==> src/rtl/insertion_sort_engine.sv <==
// insertion_sort_engine: in-place insertion sort over a split read/write memory port; SORT_PERF_CNT_EN adds cycle_cnt/wr_cnt counters.
module insertion_sort_engine #(
  parameter int ADDR_WDTH = 4,
  parameter int DATA_WDTH = 32,
  parameter int RESP_WDTH = 2
) (
  input  logic                 clk,
  input  logic                 rst_n,
  input  logic                 start,
  input  logic [ADDR_WDTH:0]   arr_size,
  input  logic                 descending,
  output logic                 busy,
  output logic                 done,
  output logic                 error,
  output logic                 ar_valid,
  output logic [ADDR_WDTH-1:0] ar_addr,
  input  logic                 ar_ready,
  input  logic                 r_valid,
  input  logic [DATA_WDTH-1:0] r_data,
  input  logic [RESP_WDTH-1:0] r_resp,
  output logic                 r_ready,
  output logic                 aw_valid,
  output logic [ADDR_WDTH-1:0] aw_addr,
  input  logic                 aw_ready,
  output logic                 w_valid,
  output logic [DATA_WDTH-1:0] w_data,
  input  logic                 w_ready,
  input  logic                 b_valid,
  input  logic [RESP_WDTH-1:0] b_resp,
  output logic                 b_ready
`ifdef SORT_PERF_CNT_EN
  ,
  output logic [31:0]          cycle_cnt,
  output logic [ADDR_WDTH*2:0] wr_cnt
`endif
);
  typedef enum logic [3:0] {
    IDLE, RD_KEY_A, RD_KEY_R, RD_CMP_A, RD_CMP_R,
    WR_SHIFT_A, WR_SHIFT_B, WR_KEY_A, WR_KEY_B, DONE, ERR
  } state_t;
  localparam logic [ADDR_WDTH:0] MAX_N = {1'b1, {ADDR_WDTH{1'b0}}};
  localparam logic [ADDR_WDTH:0] ONE = {{ADDR_WDTH{1'b0}}, 1'b1};
  state_t state;
  logic [ADDR_WDTH:0] n, i, j, n_clamp, i_nxt, i_m1, j_p1, j_m1;
  logic [DATA_WDTH-1:0] key;
  logic desc, trivial, ooo, aw_fin, w_fin, last_i, j_zero, r_fault, b_fault;
  assign n_clamp = arr_size > MAX_N ? MAX_N : arr_size;
  assign trivial = n_clamp[ADDR_WDTH:1] == '0;
  assign i_nxt = i + ONE;
  assign i_m1 = i - ONE;
  assign j_p1 = j + ONE;
  assign j_m1 = j - ONE;
  assign last_i = i_nxt == n;
  assign j_zero = j == '0;
  assign ooo = desc ? r_data < key : r_data > key;
  assign aw_fin = !aw_valid || aw_ready;
  assign w_fin = !w_valid || w_ready;
  assign r_fault = |r_resp;
  assign b_fault = |b_resp;
  // Sort sequencer: j is checked for zero before decrementing, so the scan never underflows
  always_ff @(posedge clk or negedge rst_n) begin
    if (!rst_n) begin
      state <= IDLE;
      busy <= 1'b0;
      done <= 1'b0;
      error <= 1'b0;
      ar_valid <= 1'b0;
      ar_addr <= '0;
      r_ready <= 1'b0;
      aw_valid <= 1'b0;
      aw_addr <= '0;
      w_valid <= 1'b0;
      w_data <= '0;
      b_ready <= 1'b0;
      n <= '0;
      i <= '0;
      j <= '0;
      key <= '0;
      desc <= 1'b0;
    end else begin
      unique case (state)
        IDLE, DONE, ERR: if (start) begin
          done <= trivial;
          error <= 1'b0;
          n <= n_clamp;
          desc <= descending;
          i <= ONE;
          if (trivial) state <= DONE;
          else begin
            busy <= 1'b1;
            ar_valid <= 1'b1;
            ar_addr <= ONE[ADDR_WDTH-1:0];
            state <= RD_KEY_A;
          end
        end
        RD_KEY_A, RD_CMP_A: if (ar_ready) begin
          ar_valid <= 1'b0;
          r_ready <= 1'b1;
          state <= state == RD_KEY_A ? RD_KEY_R : RD_CMP_R;
        end
        RD_KEY_R: if (r_valid) begin
          r_ready <= 1'b0;
          if (r_fault) begin
            busy <= 1'b0;
            error <= 1'b1;
            state <= ERR;
          end else begin
            key <= r_data;
            j <= i_m1;
            ar_valid <= 1'b1;
            ar_addr <= i_m1[ADDR_WDTH-1:0];
            state <= RD_CMP_A;
          end
        end
        RD_CMP_R: if (r_valid) begin
          r_ready <= 1'b0;
          if (r_fault) begin
            busy <= 1'b0;
            error <= 1'b1;
            state <= ERR;
          end else if (ooo) begin
            aw_valid <= 1'b1;
            w_valid <= 1'b1;
            aw_addr <= j_p1[ADDR_WDTH-1:0];
            w_data <= r_data;
            state <= WR_SHIFT_A;
          end else if (j_p1 == i) begin
            if (last_i) begin
              busy <= 1'b0;
              done <= 1'b1;
              state <= DONE;
            end else begin
              i <= i_nxt;
              ar_valid <= 1'b1;
              ar_addr <= i_nxt[ADDR_WDTH-1:0];
              state <= RD_KEY_A;
            end
          end else begin
            aw_valid <= 1'b1;
            w_valid <= 1'b1;
            aw_addr <= j_p1[ADDR_WDTH-1:0];
            w_data <= key;
            state <= WR_KEY_A;
          end
        end
        WR_SHIFT_A, WR_KEY_A: begin
          if (aw_ready) aw_valid <= 1'b0;
          if (w_ready) w_valid <= 1'b0;
          if (aw_fin && w_fin) begin
            b_ready <= 1'b1;
            state <= state == WR_SHIFT_A ? WR_SHIFT_B : WR_KEY_B;
          end
        end
        WR_SHIFT_B: if (b_valid) begin
          b_ready <= 1'b0;
          if (b_fault) begin
            busy <= 1'b0;
            error <= 1'b1;
            state <= ERR;
          end else if (j_zero) begin
            aw_valid <= 1'b1;
            w_valid <= 1'b1;
            aw_addr <= '0;
            w_data <= key;
            state <= WR_KEY_A;
          end else begin
            j <= j_m1;
            ar_valid <= 1'b1;
            ar_addr <= j_m1[ADDR_WDTH-1:0];
            state <= RD_CMP_A;
          end
        end
        WR_KEY_B: if (b_valid) begin
          b_ready <= 1'b0;
          if (b_fault) begin
            busy <= 1'b0;
            error <= 1'b1;
            state <= ERR;
          end else if (last_i) begin
            busy <= 1'b0;
            done <= 1'b1;
            state <= DONE;
          end else begin
            i <= i_nxt;
            ar_valid <= 1'b1;
            ar_addr <= i_nxt[ADDR_WDTH-1:0];
            state <= RD_KEY_A;
          end
        end
        default: state <= IDLE;
      endcase
    end
  end
`ifdef SORT_PERF_CNT_EN
  logic accept;
  assign accept = start && (state == IDLE || state == DONE || state == ERR);
  // Performance counters: cleared on accepted start, frozen once the engine stops
  always_ff @(posedge clk or negedge rst_n) begin
    if (!rst_n) begin
      cycle_cnt <= '0;
      wr_cnt <= '0;
    end else if (accept) begin
      cycle_cnt <= '0;
      wr_cnt <= '0;
    end else begin
      if (busy && !(&cycle_cnt)) cycle_cnt <= cycle_cnt + 32'd1;
      if (b_valid && b_ready && !b_fault) wr_cnt <= wr_cnt + {{(ADDR_WDTH*2){1'b0}}, 1'b1};
    end
  end
`endif
endmodule

==> config.mk <==
export PLATFORM = sky130hd
export DESIGN_NAME = insertion_sort_engine
export DESIGN_NICKNAME = d
export VERILOG_FILES = /design/src/rtl/insertion_sort_engine.sv
export SDC_FILE = /design/constraint.sdc
export NUM_CORES = 1
export LEC_CHECK = 0
export CAP_MARGIN = 20
export CORE_MARGIN = 2
export CORE_UTILIZATION = 50
export CTS_BUF_LIST = sky130_fd_sc_hd__clkbuf_8
export CTS_CLUSTER_SIZE = 40
export DETAILED_ROUTE_END_ITERATION = 10
export GPL_ROUTABILITY_DRIVEN = 1
export PLACE_DENSITY = 0.75
export SYNTH_ARGS = -nofsm -noshare
export SYNTH_HDL_FRONTEND = slang
export SYNTH_SLANG_ARGS = --single-unit
==> constraint.sdc <==
create_clock -name clk -period 3.8 [get_ports clk]
set_clock_uncertainty 0.2 [all_clocks]
set_input_delay 0.76 -clock clk [delete_from_list [all_inputs] [get_ports clk]]
set_output_delay 0.76 -clock clk [all_outputs]
set_load 0.03 [all_outputs]
==> results of run 1 <==
## flip-flops by register name, summed over array words and instances (netlist names)
signal / flops
key: 32
w_data: 32
i: 5
j: 5
n: 5
ar_addr: 4
aw_addr: 4
state: 4
ar_valid: 1
aw_valid: 1
b_ready: 1
busy: 1
desc: 1
done: 1
error: 1
r_ready: 1
w_valid: 1
## where the power goes
part	total [mW]	switching (mW)	internal (mW)
logic	4.13	2.27	1.87
clock network	0.699	0.395	0.304
registers	1.94	0.431	1.50
total	6.77	3.09	3.68
## logic make-up after synthesis
family                   count (synthesis)
AND/OR/NAND/NOR                        172
buffers and inverters                   81
flip-flops                             100
multiplexers                            75
XOR/XNOR                                21
adder cells (fa/ha/maj)                 36
AO/OA/AOI/OAI                          185
## what timing repair did
action | in CTS | in global routing
setup endpoints to repair | 0 | 10
resized for setup | 0 | 1
hold endpoints to repair | 0 | 0
## Yosys cell counts, drive strengths merged (5+ instances only)
master	count	area, um^2
a21o	6	46.30
a21oi	46	234.0
a22o	6	52.55
a31oi	5	31.28
buf	10	66.31
clkbuf	24	90.09
dfrtp	100	2502
ha	36	450.4
inv	47	176.4
mux2	41	473.0
mux2i	34	340.3
nand2	77	289.0
nand2b	8	50.05
nand3	12	72.57
nand4	8	56.30
nor2	33	123.9
nor2b	9	56.30
nor3	9	45.04
o21ai	69	345.3
o31ai	9	86.33
xnor2	9	78.83
xor2	11	96.34
## worst max-delay path, stage by stage
cell	delay, ns
clkdlybuf4s50_1	0.46
ha_1	0.34
nand4_2	0.13
or4_4	0.58
a21oi_2	0.18
o31ai_4	0.11
and2_4	0.18
o31ai_4	0.33
buf_12	0.25
mux2i_1	0.25
o21ai_0	0.13
## metrics by stage
stage | setup TNS [ns] | instance area, um^2 | total power [mW]
after detailed placement | -6.937 | 7676 | 6.046
after global placement | -2.572 | 7676 | 5.897
final | 0 | 7875 | 6.770
after floorplan | 0 | 6314 | 4.752
after global routing | 0 | 7875 | 7.275
after CTS | 0 | 7866 | 6.766
## worst paths after layout
check                            from    endpoint  slack (ns)  cells past startpoint
setup / recovery           r_data[14]   w_data[3]        0.13                     11
max in group asynchronous       rst_n  aw_addr[3]        2.50                      2
hold / removal                  rst_n  w_data[13]        0.19                      1
setup reg to reg              key[14]   w_data[3]        0.56                     11
hold reg to reg             w_data[8]   w_data[8]        0.29                      2
min in group clk            w_data[8]   w_data[8]        0.29                      2
## area by class of cell
cell class / instances / area (um^2)
Fill cell: 1042 / 4591
Clock inverter: 7 / 66.31
Multi-Input combinational cell: 489 / 3492
Tap cell: 172 / 215.2
Inverter: 47 / 176.4
Sequential cell: 100 / 2502
Timing Repair Buffer: 136 / 1299
Clock buffer: 9 / 123.9
## routing by layer
layer	GRT usage	vias up	part of all wire
met5	0	-	0
met3	0.03062	25	0.057
li1	-	2619	-
met2	0.4209	189	0.49
met1	0.3148	2642	0.43
met4	0.1000	0	0.022
==> results.tsv, run 1 <==
stage	metric	value	unit
status	status	finished, final reports clean	
cts	cts_buffer_depth	2	
placement	hpwl	11790	um
yosys	synthFlopType	dfrtp_1	
yosys	syn_avg_cell_area	9.423	um^2
cells_and_area	drive_above_1_share	0.1510	
timing	tightest_slew	0.9686	ns
hold_path	hp-class	primary input to asynchronous set/reset pin	
cts	cts_tree	yes	
grt	grt_max_degree	54	
placement	dp_cells	944	
yosys	synth_fa_ha_area_frac	0.07134	
timing	max_freq	0.2726	GHz
timing	rsz0062_at_grt	no	
worst_setup_path	end_kind	flip-flop	
floorplan	rows	41	
floorplan	die_y	116.4	um
floorplan	core	12470	um^2
detailed_routing	routed-via-count	5475	
placement	routabilityCongestion	0.9089	
cts	cts.reportedPaths.clkPinSlew	0.10	ns
yosys	ys_ff_latch	100	
cts	htreeDepth	3	
timing	setup_viol	0	
cts	cts.sinks	100	
floorplan	die_w	116.4	um
yosys	synthArstFlopShare	1.000	
yosys	synth_xor_area_frac	0.03131	
timing	period_needed	3.668	ns
yosys	synthMuxAreaShare	0.1288	
detailed_routing	wl_per_cell	16.77	um
worst_setup_path	cp-start-kind	primary input	
pwr	cellPowerDensity	859.7	nW/um^2
timing	fin_crit_sh	0.9652	
cts	cts_buffers	9	
cts	ctsRootBufferMaster	clkbuf_8	
timing	fin_hold_ws	0.1907	ns
floorplan	dieArea	13540	um^2
detailed_routing	wl	16100	um
cells_and_area	fin_util	0.6317	
grt	grt_pass1_wl	26110	um
yosys	synthDistinctLibCells	73	
floorplan	initial_core_util	0.5065	
floorplan	io_pins	98	
worst_setup_path	cp_max_fo	25	
yosys	synth_compound_area_frac	0.1914	
cells_and_area	syn2layout_area_growth	24.73	%
yosys	netlist_area	6314	um^2
grt	grtUsageTotal	0.2452	
worst_setup_path	crit_arrival	3.72	ns
cells_and_area	final_nets	869	
cts	ctsHoldBuffers	0	
detailed_routing	drc	0	
yosys	synth-edff-count	0	
detailed_routing	drt_first_pass_iters	5	
cells_and_area	antenna_cells	0	
detailed_routing	vias_per_cell	5.703	
yosys	syn_inst	670	
timing	final_critical_path_setup_slack	0.1321	ns
timing	slew_violations	0	
placement	dp_slack	-0.2007	ns
placement	port_buffers	97	
cts	postCtsSetupBuffers	0	
cells_and_area	final_cell_mix	100 x dfrtp_1, 96 x clkdlybuf4s50_1, 77 x nand2_1, 63 x o21ai_0, 47 x inv_1	
yosys	seq_area_frac_synth	0.3964	
detailed_routing	postRouteAntennaNets	0	
timing	final-hold-violation-count	0	
run	max_cap_viol_count	0	
cells_and_area	stdcell_count	960	
grt	grt_pass1_vias	5414	
grt	antenna_found_initial	0	
yosys	yosysWarnings	0	
cts	clk_latency	0.39	ns
pwr	vdd_drop_max	0.4832	mV
yosys	synth-simple-area-share	0.1280	
worst_setup_path	worstPathRequired	3.85	ns
pwr	leakagePower	3.564	nW
yosys	syn_nets	756	
detailed_routing	first_iter_violations	523	
grt	grt-ovfl-total	0	
worst_setup_path	critical_path_class	primary input to flip-flop	
timing	maxSlewHeadroom	0.3543	
cells_and_area	layout_commonest_cell	dfrtp_1	
yosys	synth_top_family_by_area	compound AO/OA/AOI/OAI gates	
Power figures use the tool's default switching activity.
==> run 2: changes to the inputs <==
- SETUP_SLACK_MARGIN: default -> 0.4
==> results.tsv, run 2 (same netlist as run 1, synthesis figures left out) <==
stage	metric	value	unit	change
cts	cts.reportedPaths.clkPinSlew	0.10	ns	about the same
floorplan	die_y	116.4	um	unchanged
cells_and_area	drive_above_1_share	0.2079		+0.05691
detailed_routing	routed-via-count	5780		+5.6%
worst_setup_path	cp-start-kind	primary input		
timing	final-hold-violation-count	0		unchanged
grt	grt-ovfl-total	0		unchanged
worst_setup_path	critical_path_class	primary input to flip-flop		
worst_setup_path	cp_slowest_cell	or4_4		
timing	slew_violations	0		unchanged
pwr	cellPowerDensity	896.2	nW/um^2	+4.2%
run	max_cap_viol_count	0		unchanged
floorplan	die_w	116.4	um	unchanged
placement	routabilityCongestion	0.9089		unchanged
worst_setup_path	cp_top_family	compound AO/OA/AOI/OAI gates		
detailed_routing	first_iter_violations	529		+1.1%
floorplan	io_pins	98		unchanged
detailed_routing	postRouteAntennaNets	0		unchanged
floorplan	initial_core_util	0.5065		unchanged
worst_setup_path	path_cells	dlygate4sd2_1 -> ha_4 -> nand4_2 -> or4_4 -> a21oi_4 -> o31ai_4 -> buf_4 -> a311o_2 -> o221ai_4 -> buf_6 -> buf_16 -> nand2_1 -> o21ai_1		
placement	dp_slack	-0.2007	ns	unchanged
grt	grt_pass1_wl	28010	um	+7.3%
worst_setup_path	max_stage_delay	0.47	ns	-0.11 ns
cts	cts.sinks	100		unchanged
timing	max_freq	0.2966	GHz	+8.8%
pwr	vdd_drop_max	0.5078	mV	+5.1%
cells_and_area	layout_commonest_cell	dfrtp_1		
timing	final_critical_path_setup_slack	0.4282	ns	+0.2961 ns
worst_setup_path	crit_arrival	3.47	ns	-0.25 ns
cts	ctsRootBufferMaster	clkbuf_8		
grt	grtUsageTotal	0.2661		+0.02086
worst_setup_path	cp_max_fo	13		-48%
timing	period_needed	3.372	ns	-0.2961 ns
placement	dp_cells	944		unchanged
cts	cts_buffers	9		unchanged
timing	fin_crit_sh	0.8873		-0.07791
cells_and_area	final_nets	889		+2.3%
grt	antenna_found_initial	0		unchanged
cells_and_area	n_fill_cell	926		-11%
floorplan	dieArea	13540	um^2	unchanged
cts	clk_latency	0.38	ns	about the same
placement	hpwl	11790	um	unchanged
timing	maxSlewHeadroom	0.3814		+0.02707
grt	grt_pass1_vias	5597		+3.4%
floorplan	rows	41		unchanged
placement	port_buffers	97		unchanged
detailed_routing	wl_per_cell	19.18	um	+14%
floorplan	core	12470	um^2	unchanged
cells_and_area	regArea	2502	um^2	unchanged
cells_and_area	final_cell_mix	100 x dfrtp_1, 77 x nand2_1, 67 x clkdlybuf4s50_1, 52 x o21ai_0, 47 x inv_1		
timing	rsz0062_at_grt	no		
grt	grt_max_degree	53		-1.9%
timing	tightest_slew	0.9280	ns	-0.04060 ns
status	status	finished, final reports clean		
cts	htreeDepth	3		unchanged
cts	cts_buffer_depth	2		unchanged
worst_setup_path	end_kind	flip-flop		
detailed_routing	drt_first_pass_iters	5		unchanged
cts	cts_tree	yes		
worst_setup_path	worstPathRequired	3.90	ns	+0.05 ns
cells_and_area	multi_input_area	3755	um^2	+7.5%
cells_and_area	antenna_cells	0		unchanged
cells_and_area	stdcell_count	980		+2.1%
detailed_routing	vias_per_cell	5.898		+3.4%
detailed_routing	wl	18800	um	+17%
hold_path	hp-class	primary input to asynchronous set/reset pin		
cells_and_area	syn2layout_area_growth	33.21	%	
cells_and_area	top_regs	key: 32 flops, w_data: 32 flops		
worst_setup_path	cp_num_buf_inv	4		+2
timing	setup_viol	0		unchanged
detailed_routing	drc	0		unchanged
pwr	leakagePower	3.803	nW	+6.7%
## run 2: cell count changes in the layout (fill, tap and decap cells not counted), sizes merged
| cell | change |
|---|---|
| clkdlybuf4s50 | -29 |
| clkdlybuf4s15 | +4 |
| dlymetal6s2s | +5 |
| dlygate4sd2 | +15 |
| buf | +18 |
| clkbuf | +7 |
## run 2: what timing repair did
item | CTS | global route
gates cloned | 5 | 2
endpoints found under the setup margin | 47 | 51
hold buffers | 0 | 0
pin swaps | 17 | 25
resized for setup | 44 | 47
buffers inserted | 12 | 1
## run 2: layout make-up
class                   instances  area share
clock buffers                   9     0.01473
multi-input cells             489      0.4464
repair buffers                156      0.1868
flip-flops and latches        100      0.2975
well taps                     172     0.02559
clock inverters                 7    0.007885
inverters                      47     0.02098
## run 2: through the flow
| step | setup TNS, ns | power [mW] | utilization | cell area, um^2 | hold WS (ns) |
|---|---|---|---|---|---|
| floorplan | 0 | 4.752 | - | 6314 | 0.2644 |
| global placement | -2.572 | 5.897 | 0.6158 | 7676 | 0.2607 |
| detailed placement | -6.937 | 6.046 | 0.6158 | 7676 | 0.2687 |
| CTS | 0 | 7.185 | 0.6523 | 8132 | 0.2063 |
| global route | 0 | 8.009 | 0.6747 | 8411 | 0.2316 |
| finish | 0 | 7.538 | 0.6747 | 8411 | 0.1870 |
## run 2: where the power goes
part	total (mW)	internal [mW]	switching (mW)
registers	1.95	1.50	0.447
clock network	0.703	0.304	0.399
logic	4.88	2.30	2.58
## run 2: routing by layer
layer,vias to the layer above,GRT usage,part of all wire
met5,-,0,0
met2,262,0.4605,0.50
li1,2655,-,-
met4,0,0.1087,0.028
met3,47,0.03633,0.067
met1,2816,0.3363,0.40
## run 2: worst paths after layout
kind	from	end	slack (ns)	cells past startpoint
min in group clk	aw_addr[2]	aw_addr[2]	0.29	2
max in group asynchronous	rst_n	n[2]	2.49	2
max	r_data[14]	w_data[19]	0.43	13
max reg2reg	key[9]	w_data[19]	0.50	13
min	rst_n	w_data[13]	0.19	1
min reg2reg	aw_addr[2]	aw_addr[2]	0.29	2
==> run 3: changes to the inputs <==
- ABC_CLOCK_PERIOD_IN_PS: default -> 2800
- PLACE_DENSITY: 0.75 -> 0.78
- clock period: 3.8 -> 2.8 ns (I/O delays scaled with it)
==> results.tsv, run 3 (same netlist as run 1, synthesis figures left out) <==
stage	metric	value	unit	change
grt	grtUsageTotal	0.2938		+0.02767
cells_and_area	fin_util	0.7283		+0.05360
placement	routabilityCongestion	0.9223		+1.5%
timing	slew_violations	0		unchanged
hold_path	hp-class	flip-flop to flip-flop		
cells_and_area	antenna_cells	0		unchanged
worst_setup_path	r2r_cells	12		-1
cts	cts_tree	yes		
cells_and_area	drive_above_1_share	0.2963		+0.08833
worst_setup_path	cp-start-kind	primary input		
detailed_routing	drc	0		unchanged
timing	tightest_slew	0.5817	ns	-0.3463 ns
floorplan	rows	41		unchanged
cells_and_area	final_nets	962		+8.2%
worst_setup_path	crit_start	r_data[7]		
timing	max_freq	0.3072	GHz	
worst_setup_path	r2r_end	w_data[27]		
detailed_routing	vias_per_cell	5.726		-2.9%
worst_setup_path	worstPathRequired	2.88	ns	-1.02 ns
timing	rsz0062_at_grt	yes		
floorplan	die_y	116.4	um	unchanged
floorplan	core	12470	um^2	unchanged
worst_setup_path	critical_path_class	primary input to flip-flop		
grt	grt-ovfl-total	0		unchanged
worst_setup_path	cp_max_fo	7		-6
cts	cts.sinks	100		unchanged
timing	setup_viol	53		+53
floorplan	dieArea	13540	um^2	unchanged
placement	dp_cells	1011		+7.1%
cells_and_area	final_cell_mix	114 x buf_4, 98 x dfrtp_1, 73 x nand2_1, 67 x clkdlybuf4s50_1, 44 x inv_1		
cts	ctsRootBufferMaster	clkbuf_8		
detailed_routing	first_iter_violations	466		-12%
grt	grt_pass1_wl	30960	um	+11%
placement	dp_slack	-1.026	ns	-0.8251 ns
timing	maxSlewHeadroom	0.6122		+0.2308
timing	final-hold-violation-count	0		unchanged
detailed_routing	wl_per_cell	18.53	um	-3.4%
detailed_routing	drt_first_pass_iters	5		unchanged
cts	cts.reportedPaths.clkPinSlew	0.11	ns	about the same
grt	grt_max_degree	55		+3.8%
pwr	leakagePower	4.163	nW	+9.5%
timing	fin_crit_sh	1.163		
cells_and_area	n_fill_cell	861		-7.0%
run	max_cap_viol_count	0		unchanged
status	violations	negative setup slack		
pwr	vdd_drop_max	0.7292	mV	+44%
status	status	complete, but fails checks		
pwr	cellPowerDensity	1250	nW/um^2	+39%
worst_setup_path	endpoint	w_data[27]		
cts	htreeDepth	3		unchanged
grt	grt_pass1_vias	6340		+13%
worst_setup_path	end_kind	flip-flop		
worst_setup_path	crit_arrival	3.33	ns	-0.14 ns
cts	cts_buffers	9		unchanged
placement	hpwl	13070	um	+11%
placement	port_buffers	97		unchanged
cells_and_area	multi_input_area	3874	um^2	+3.2%
cells_and_area	regArea	2505	um^2	about the same
cells_and_area	top_regs	key: 32 flops, w_data: 32 flops		
cells_and_area	stdcell_count	1053		+7.4%
floorplan	initial_core_util	0.5065		unchanged
grt	antenna_found_initial	0		unchanged
timing	fin_hold_ws	0.2950	ns	+0.1080 ns
floorplan	die_w	116.4	um	unchanged
detailed_routing	routed-via-count	6030		+4.3%
worst_setup_path	r2r_start	key[11]		
cts	clk_latency	0.39	ns	about the same
cts	cts_buffer_depth	2		unchanged
timing	final_critical_path_setup_slack	-0.4557	ns	-0.8839 ns
detailed_routing	wl	19510	um	+3.8%
floorplan	io_pins	98		unchanged
cells_and_area	syn2layout_area_growth	43.80	%	
cells_and_area	layout_commonest_cell	buf_4		
timing	period_needed	3.256	ns	
worst_setup_path	reg2reg_slack	-0.39	ns	-0.89 ns
detailed_routing	postRouteAntennaNets	0		unchanged
==> run 3: changes by cell type in the layout (fill, tap and decap cells not counted), moves of 5 or more <==
cell / change
buf_4: +69
o21ai_0: -23
o21ai_1: +20
dlygate4sd2_1: +12
clkbuf_2: -5
dlymetal6s2s_1: -5
ha_4: -5
mux2i_1: -5
==> run 3: what timing repair did <==
| item | in CTS | in global routing |
|---|---|---|
| pin swaps | 43 | 10 |
| resized for setup | 88 | 14 |
| buffers inserted | 18 | 3 |
| endpoints found under the setup margin | 62 | 99 |
| hold buffers | 1 | 0 |
| hold endpoints to repair | 42 | 0 |
| gates cloned | 3 | 1 |
==> run 3: worst min-delay path by stage <==
| stage | from | to | slack (ns) | cells after the start |
|---|---|---|---|---|
| 4_1_cts | aw_addr[1] | aw_addr[1] | 0.30 | 2 |
| 5_1_grt | aw_addr[2] | aw_addr[2] | 0.32 | 2 |
| 2_1_floorplan | rst_n | ar_addr[0] | 0.06 | 0 |
| 3_3_place_gp | w_data[22] | w_data[22] | 0.27 | 2 |
| 6_report | aw_addr[0] | aw_addr[0] | 0.30 | 2 |
| 3_5_place_dp | aw_addr[0] | aw_addr[0] | 0.27 | 2 |
==> run 3: report_power, final <==
part / switching (mW) / internal, mW / leakage [nW]
Clock: 0.548 / 0.466 / 0.111
Combinational: 3.91 / 3.85 / 2.78
Sequential: 0.534 / 2.05 / 1.27
==> run 3: cell type report <==
cell class / count / share of cell area
multi-input combinational: 489 / 0.4267
sequential: 100 / 0.2759
timing repair buffer: 229 / 0.2310
tap: 172 / 0.02370
inverter: 47 / 0.01943
clock buffer: 11 / 0.01668
clock inverter: 5 / 0.006615
==> run 3: layer usage <==
layer,wire length [um],global-route usage,vias to the layer above
met1,7748,0.3461,2919
li1,-,-,2802
met5,0,0,-
met2,9933,0.5112,253
met3,1195,0.06331,56
met4,630,0.1389,0
==> run 3: critical path, cell delays in order <==
cell and delay [ns]:
dlygate4sd2_1 0.28, ha_1 0.35, a21oi_1 0.22, o21ai_0 0.14, a211o_1 0.32, o31ai_4 0.32, buf_4 0.19, nand4_1 0.14
o31ai_4 0.13, buf_6 0.19, buf_16 0.15, mux2i_2 0.25, o21ai_1 0.11
==> run 3: through the flow <==
stage	instance area, um^2	setup TNS (ns)	total power [mW]
after floorplan	6465	-8.615	6.658
after global placement	8298	-41.50	8.712
after detailed placement	8298	-45.77	8.987
after CTS	8956	-7.832	10.94
after global routing	9079	-22.60	12.05
final	9079	-17.07	11.35
